**src/rtl/bcd_countdown_timer.sv**
```systemverilog
// rtl/bcd_countdown_timer.sv - two-digit BCD countdown timer with run/pause control and seven-segment outputs
module bcd_countdown_timer #(
    parameter int TICK_DIV = 50000000
) (
    input  logic       CLOCK_50,
    input  logic       reset,
    input  logic       load,
    input  logic [3:0] preset_tens,
    input  logic [3:0] preset_ones,
    input  logic       start,
    input  logic       pause,
    output logic [3:0] count_tens,
    output logic [3:0] count_ones,
    output logic [0:6] HEX0,
    output logic [0:6] HEX1,
    output logic       running,
    output logic       done
);

    localparam int TW = (TICK_DIV > 1) ? $clog2(TICK_DIV) : 1;
    localparam logic [TW-1:0] TICK_LAST = TW'(TICK_DIV - 1);

    typedef enum logic [1:0] {IDLE, RUN, PAUSED, DONE} state_t;

    state_t        state_q, state_d;
    logic [3:0]    tens_q, tens_d;
    logic [3:0]    ones_q, ones_d;
    logic [TW-1:0] tick_q, tick_d;

    logic [3:0]    dec_tens, dec_ones;
    logic          dec_zero;
    logic          count_zero;

    function automatic logic [3:0] clamp_bcd(input logic [3:0] d);
        return (d > 4'd9) ? 4'd9 : d;
    endfunction

    function automatic logic [0:6] seg7(input logic [3:0] d);
        logic [0:6] s;
        case (d)
            4'd0:    s = 7'b0000001;
            4'd1:    s = 7'b1001111;
            4'd2:    s = 7'b0010010;
            4'd3:    s = 7'b0000110;
            4'd4:    s = 7'b1001100;
            4'd5:    s = 7'b0100100;
            4'd6:    s = 7'b0100000;
            4'd7:    s = 7'b0001111;
            4'd8:    s = 7'b0000000;
            4'd9:    s = 7'b0001100;
            default: s = 7'b1111111;
        endcase
        return s;
    endfunction

    assign count_zero = (tens_q == 4'd0) && (ones_q == 4'd0);

    // Saturates at 00 so the count can never wrap below the legal range.
    always_comb begin
        dec_tens = tens_q;
        dec_ones = ones_q;
        if (ones_q != 4'd0) begin
            dec_ones = ones_q - 4'd1;
        end else if (tens_q != 4'd0) begin
            dec_ones = 4'd9;
            dec_tens = tens_q - 4'd1;
        end
    end

    assign dec_zero = (dec_tens == 4'd0) && (dec_ones == 4'd0);

    always_comb begin
        state_d = state_q;
        tens_d  = tens_q;
        ones_d  = ones_q;
        tick_d  = tick_q;
        if (load) begin
            state_d = IDLE;
            tens_d  = clamp_bcd(preset_tens);
            ones_d  = clamp_bcd(preset_ones);
            tick_d  = '0;
        end else begin
            case (state_q)
                IDLE: begin
                    if (start) begin
                        if (count_zero) begin
                            state_d = DONE;
                        end else begin
                            state_d = RUN;
                            tick_d  = '0;
                        end
                    end
                end
                RUN: begin
                    // The tick still advances on the pause edge so the held phase loses nothing.
                    if (tick_q == TICK_LAST) begin
                        tick_d = '0;
                        tens_d = dec_tens;
                        ones_d = dec_ones;
                        if (dec_zero) begin
                            state_d = DONE;
                        end else if (pause) begin
                            state_d = PAUSED;
                        end
                    end else begin
                        tick_d = tick_q + 1'b1;
                        if (pause) begin
                            state_d = PAUSED;
                        end
                    end
                end
                PAUSED: begin
                    if (start) begin
                        state_d = RUN;
                    end
                end
                DONE: begin
                    state_d = DONE;
                end
                default: begin
                    state_d = IDLE;
                end
            endcase
        end
    end

    always_ff @(posedge CLOCK_50) begin
        if (reset) begin
            state_q <= IDLE;
            tens_q  <= 4'd0;
            ones_q  <= 4'd0;
            tick_q  <= '0;
        end else begin
            state_q <= state_d;
            tens_q  <= tens_d;
            ones_q  <= ones_d;
            tick_q  <= tick_d;
        end
    end

    assign count_tens = tens_q;
    assign count_ones = ones_q;
    assign HEX0       = seg7(ones_q);
    assign HEX1       = seg7(tens_q);
    assign running    = (state_q == RUN);
    assign done       = (state_q == DONE);

endmodule
```
**config.mk**
```make
export PLATFORM = sky130hd
export DESIGN_NAME = bcd_countdown_timer
export DESIGN_NICKNAME = d
export VERILOG_FILES = /design/src/rtl/bcd_countdown_timer.sv
export SDC_FILE = /design/constraint.sdc
export NUM_CORES = 1
export LEC_CHECK = 0
export ABC_AREA = 1
export BUFFER_PORTS_ARGS = -buffer_cell sky130_fd_sc_hd__buf_2
export CAP_MARGIN = 5
export CORE_MARGIN = 2
export CORE_UTILIZATION = 59
export DETAILED_ROUTE_END_ITERATION = 8
export PLACE_DENSITY = 0.77
export SLEW_MARGIN = 20
export SYNTH_ARGS = -nofsm -noshare
export SYNTH_HDL_FRONTEND = slang
export SYNTH_SLANG_ARGS = --single-unit
```
**constraint.sdc**
```tcl
create_clock -name CLOCK_50 -period 2.9 [get_ports CLOCK_50]
set_input_delay 0 -clock CLOCK_50 [delete_from_list [all_inputs] [get_ports CLOCK_50]]
set_output_delay 0 -clock CLOCK_50 [all_outputs]
set_load 0.03 [all_outputs]
```
**Word-level counts from Yosys, hierarchy flattened**

Memories as Yosys holds them, arrays and structs flattened. A register that Yosys moved wholly into a read port is not among the register bits.
Cells that the tools add are included.

- Bits in registers: 36
- ROM bits: 224
- Bits of input ports: 13
- Word-level logic and storage cells: 61
- Memories: 2

Memories:

| memory | depth | bits a word | read ports | clocked after memory_dff | wr ports | line | RTL |
|---|---|---|---|---|---|---|---|
| (no name shown) | 16 | 7 | 1 | 1 | 0 | 40 | `case (d)` |
| (no name shown) | 16 | 7 | 1 | 1 | 0 | 40 |  |

- Add/sub/neg operators: 3
- Magnitude comparators: 2
- Equal/unequal tests: 7
- Muxes and demuxes: 27
- Reductions and logical operators: 16

Operators with widths:

| cell | number |
|---|---|
| 26-bit two-way mux | 3 |
| 4-bit two-way mux | 16 |
| 26-bit case mux with 2 select lines | 1 |
| 26-bit by 1-bit adder with 26-bit output, second input constant | 1 |
| 26-bit == test, second input constant | 1 |
| 4-bit zero test | 4 |
| 2-bit two-way mux | 6 |
| 4-bit greater-than comparator, second input constant | 2 |
| 2-bit case mux with 4 select lines | 1 |
| 4-bit nonzero test | 2 |
| 4-bit by 1-bit subtractor with 4-bit output, second input constant | 2 |
| 2-bit != test, second input constant | 3 |
| 2-bit nonzero test | 3 |
| 2-bit == test, second input constant | 2 |
| 2-bit AND reduction | 2 |
| 3-bit AND reduction | 1 |
| 2-bit by 1-bit == test with 1-bit output, second input constant | 1 |
| 1-bit logical AND | 2 |
| 2-bit zero test | 1 |
| 2-bit OR reduction | 1 |

**Depth between registers and ports, before layout**

- Word-level depth: 8
- Mapped depth: 16
- Gate-level depth less buffers: 16

**Worst setup path before layout**

Ideal clock, no wire load.

- Path type: reg-to-reg
- Start: register ones_q[0] (netlist: count_ones[0])
- End: register, netlist name HEX0[6]
- Setup time: 114 ps
- Arrival: 2079 ps
- Required time: 2786 ps
- Slack: 707 ps
- Cell stages (with the launch flop): 16
- Clock period less this slack: 2193 ps
- Cell sequence: dfxtp_1 > inv_1 > ha_1 > nand2_1 > nor2_4 > o21ai_0 > nand2_1 > nand2_1 > nand2_1 > nand3_2 > inv_1 > ha_1 > inv_1 > nand4_1 > nand3_1 > nand2_1

- Cells in the longest elaborated chain, start to end: 7
- Elaborated cells between the ends (all ways): 9

Ends and longest elaborated chain:

| what | line | RTL |
|---|---|---|
| from (decl) | 27 | `logic [3:0] ones_q, ones_d;` |
| from (signal assigned) | 136 | `ones_q <= ones_d;` |
| 4-bit by 1-bit subtractor with 4-bit output (tied with other cells) | 63 | `dec_ones = ones_q - 4'd1;` |
| 4-bit two-way mux | 62 | `if (ones_q != 4'd0) begin` |
| 4-bit two-way mux | 96 | `if (tick_q == TICK_LAST) begin` |
| 4-bit two-way mux | 83 | `case (state_q)` |
| 4-bit two-way mux | 77 | `if (load) begin` |
| 4-bit two-way mux (no source line) * (2 in series) | -- |  |

Mark *: on every way between the ends. The rest lies on a longest branch, timed or not. The select of a mux whose other input is x is not followed.
A chain may end at the register's enable or synchronous reset.

**Worst setup path after layout**

- Start: register tick_q[0]
- End: register, netlist name HEX1[5]

- Cells in the longest elaborated chain, start to end: 5

Ends and longest elaborated chain:

| what | line | RTL |
|---|---|---|
| from (decl) | 28 | `logic [TW-1:0] tick_q, tick_d;` |
| from (signal assigned) | 137 | `tick_q <= tick_d;` |
| 26-bit == test | 96 |  |
| 2-bit nonzero test (no source line) | -- |  |
| 2-bit AND reduction (no source line) | -- |  |
| 4-bit two-way mux (no source line) (2 in series) | -- |  |

Every way passes these cells.

==> reports/summary.json <==
{
  "run_status": {"value": "finished, final reports clean"},
  "dieWidth": {"value": 78.3, "unit": "um"},
  "grt_first_pass_wirelength": {"value": 13400, "unit": "um"},
  "criticalPathCategory": {"value": "reg2reg"},
  "first_global_vias": {"value": 3099},
  "design.final.nets": {"value": 559},
  "numClockSinks": {"value": 50},
  "setup.worst_path.end_class": {"value": "register"},
  "synth_seq_area_share": {"value": 30.7, "unit": "%"},
  "syn_nets": {"value": 518},
  "start_util": {"value": 60.3, "unit": "%"},
  "timing.final.hold_violations": {"value": 0},
  "synth_area_per_cell": {"value": 6.65, "unit": "um^2"},
  "nFillCells": {"value": 492},
  "yosys_register_bits": {"value": 50},
  "worst_ir_drop_vdd": {"value": 0.347, "unit": "mV"},
  "insertedDiodeCount": {"value": 0},
  "drt-initial-drc-count": {"value": 214},
  "placeableCoreArea": {"value": 5410, "unit": "um^2"},
  "clock_latency_at_the_later_pin_of_the_worst_skew_pair": {"value": 310, "unit": "ps"},
  "cts-root-to-sink-buffers": {"value": 2},
  "avgRoutedWirePerCell": {"value": 12.9, "unit": "um"},
  "clock-skew-final": {"value": 11.6, "unit": "ps"},
  "h-tree-depth": {"value": 2},
  "timing.final.crit_period": {"value": 2580, "unit": "ps"},
  "vias_per_cell": {"value": 5.46},
  "max-cap-violations": {"value": 0},
  "grt_antenna_before_repair": {"value": 0},
  "share_of_final_layout_standard_cells_stronger_than_drive_strength_1": {"value": 17.1, "unit": "%"},
  "min_period_over_period": {"value": 89.1, "unit": "%"},
  "rsz0062_at_grt": {"value": "no"},
  "die_height": {"value": 78.3, "unit": "um"},
  "drtPass1Iterations": {"value": 5},
  "setup_total_negative_slack": {"value": 0, "unit": "ps"},
  "io_buffer_count": {"value": 36},
  "max_freq": {"value": 387, "unit": "MHz"},
  "critPathArrivalTime": {"value": 2790, "unit": "ps"},
  "final_number_of_max_transition_violations": {"value": 0},
  "totalWireLength": {"value": 7800, "unit": "um"},
  "post-place-cells": {"value": 595},
  "synthDistinctLibCells": {"value": 36},
  "globalRouteOverflowTotal": {"value": 0},
  "globalRouteTotalUtil": {"value": 26.7, "unit": "%"},
  "p_leak": {"value": 1.65, "unit": "nW"},
  "tritoncts": {"value": "done"},
  "layout.core_utilization": {"value": 67.4, "unit": "%"},
  "finish.cell_count_without_fillers": {"value": 604},
  "boundaryPins": {"value": 37},
  "synth_area": {"value": 3260, "unit": "um^2"},
  "yosysWarningCount": {"value": 0},
  "clock_pin_slew_on_the_worst_setup_and_hold_paths": {"value": 100, "unit": "ps"},
  "drt_drc_violations_left": {"value": 0},
  "worst_slew_pin_slew": {"value": 692, "unit": "ps"},
  "post_cts_resize_count": {"value": 0},
  "timing.hold.worst.class": {"value": "in2reg"},
  "cts.root.buffer_cell": {"value": "clkbuf_8"},
  "worst_slew_margin_rel": {"value": 53.6, "unit": "%"},
  "vias": {"value": 3298},
  "setup_viols_final": {"value": 0},
  "final_weighted_congestion_in_routability_driven_placement": {"value": 0.915},
  "die-area": {"value": 6130, "unit": "um^2"},
  "required_arrival_time_at_the_worst_endpoint": {"value": 3100, "unit": "ps"},
  "netlist_instances": {"value": 490},
  "cts-buffers-inserted": {"value": 5},
  "critical_path_peak_fanout": {"value": 11},
  "std_cell_rows": {"value": 27},
  "power_density": {"value": 462, "unit": "nW/um^2"},
  "report.power.total": {"value": 1.68, "unit": "mW"},
  "area_growth": {"value": 11.8, "unit": "%"},
  "detailed_place_hpwl": {"value": 6030, "unit": "um"},
  "drtAntennaViolNets": {"value": 0},
  "maximum_number_of_pins_on_one_net_before_global_route_repair": {"value": 20},
  "worst_setup_path_start_kind": {"value": "register"},
  "cts_setup_buffers": {"value": 0}
}
-- report_power, final --
group          switching (mW)  leakage (nW)  internal, mW  total [mW]
logic                   0.299          1.18         0.129       0.428
clock network           0.246        0.0585         0.259       0.505
registers              0.0213         0.409         0.728       0.750
total                   0.566          1.65          1.12        1.68
-- final cells by class --
type / instances / area, um^2 / share of cell area [%]
flip-flops and latches: 50 / 1000 / 27.5
clock inverters: 3 / 43.8 / 1.20
inverters: 66 / 248 / 6.80
multi-input cells: 366 / 1960 / 53.9
well taps: 72 / 90.1 / 2.47
repair buffers: 42 / 228 / 6.25
clock buffers: 5 / 68.8 / 1.89
-- cell usage after synthesis --
cell type    n  share of area [%]
nor4b_1      1               0.27
buf_6        1               0.35
nor2_4       4                1.4
nor2_1      56                6.5
nor2_2       4               0.77
ha_1        15                5.8
nand2_4      1               0.35
nor3_2       1               0.31
inv_1       57                6.6
nor4_1       1               0.19
a211oi_1     2               0.46
nand3_4      6                3.2
xor2_1       3               0.81
a32oi_1      1               0.27
nand4_1     18                3.5
o21a_1       1               0.23
nand3_2      7                2.2
a21oi_1     18                2.8
or2_2        1               0.19
buf_2        5               0.77
clkinv_1     2               0.23
nor3_1      14                2.2
clkbuf_1     1               0.12
o21ai_0     16                2.5
nor2_8       1               0.61
buf_4        1               0.23
a21o_1       1               0.23
inv_2        7               0.81
nand2_2      8                1.5
nand3b_1     1               0.23
dfxtp_1     50                 31
a31oi_1      3               0.58
nand3_1     52                8.0
nor3b_1      1               0.23
nand2_1    127                 15
a21oi_2      2               0.54
-- sequential cells by signal, indices dropped and copies added (netlist names) --
signal,flops
count_ones,4
count_tens,4
HEX1,7
HEX0,7
state_q,2
tick_q,26
-- per-layer routing --
metal | up-vias | GRT usage (%) | wire [um]
li1 | 1670 | - | -
met1 | 1505 | 31.0 | 3330
met2 | 108 | 50.4 | 3980
met3 | 15 | 3.91 | 334
met4 | 0 | 8.25 | 166
met5 | - | 0 | 0
-- cell usage in the layout (no fill, tap or decap), types with 7 or more instances in the layout --
cell type	n
buf_2	36
inv_1	57
nand3_2	7
nor3_1	14
nand2_2	8
nand2_1	127
nor2_1	56
ha_1	15
o21ai_0	16
nand4_1	18
inv_2	7
a21oi_1	18
dfxtp_1	50
nand3_1	52
-- worst paths after layout --
check	to	slack (ps)	cells after the start	start
max	HEX1[5]	320	15	tick_q[0]
min	tick_q[11]	50	4	reset
max reg2reg	HEX1[5]	320	15	tick_q[0]
min reg2reg	tick_q[1]	500	2	tick_q[1]
-- what timing repair did --
action | 4_1_cts | 5_1_grt
hold buffers | 1 | 0
setup endpoints to repair | 0 | 0
hold endpoints to repair | 1 | 0
-- critical path, cell delays in order (launching register included) --
cell     delay, ps
dfxtp_1        380
ha_1           200
nand2_2        110
nor2_8         150
nand3_4        100
nor2_4         140
nand3_2        290
nand2_4        220
nand2_1         90
nand3_2        140
inv_1          120
ha_1           210
inv_1           50
nand3_1        100
nand3_1        120
nand2_1         50
-- cell families after synthesis --
| logic type | Yosys count | share of synthesized area (%) |
|---|---|---|
| AO/OA/AOI/OAI | 44 | 7.53 |
| flip-flops | 50 | 30.7 |
| AND/OR/NAND/NOR | 304 | 46.1 |
| XOR/XNOR | 3 | 0.807 |
| adder cells (fa/ha/maj) | 15 | 5.76 |
| buffers and inverters | 74 | 9.06 |
-- metrics by stage --
stage	cell area (um^2)	setup WS, ps	hold slack (ps)
after floorplan	3260	707	105
after global placement	3520	478	210
after detailed placement	3520	365	213
after CTS	3640	313	56.6
after global routing	3640	114	93.2
final	3640	316	54.9
Note: power is estimated with default switching activity, not from simulation.
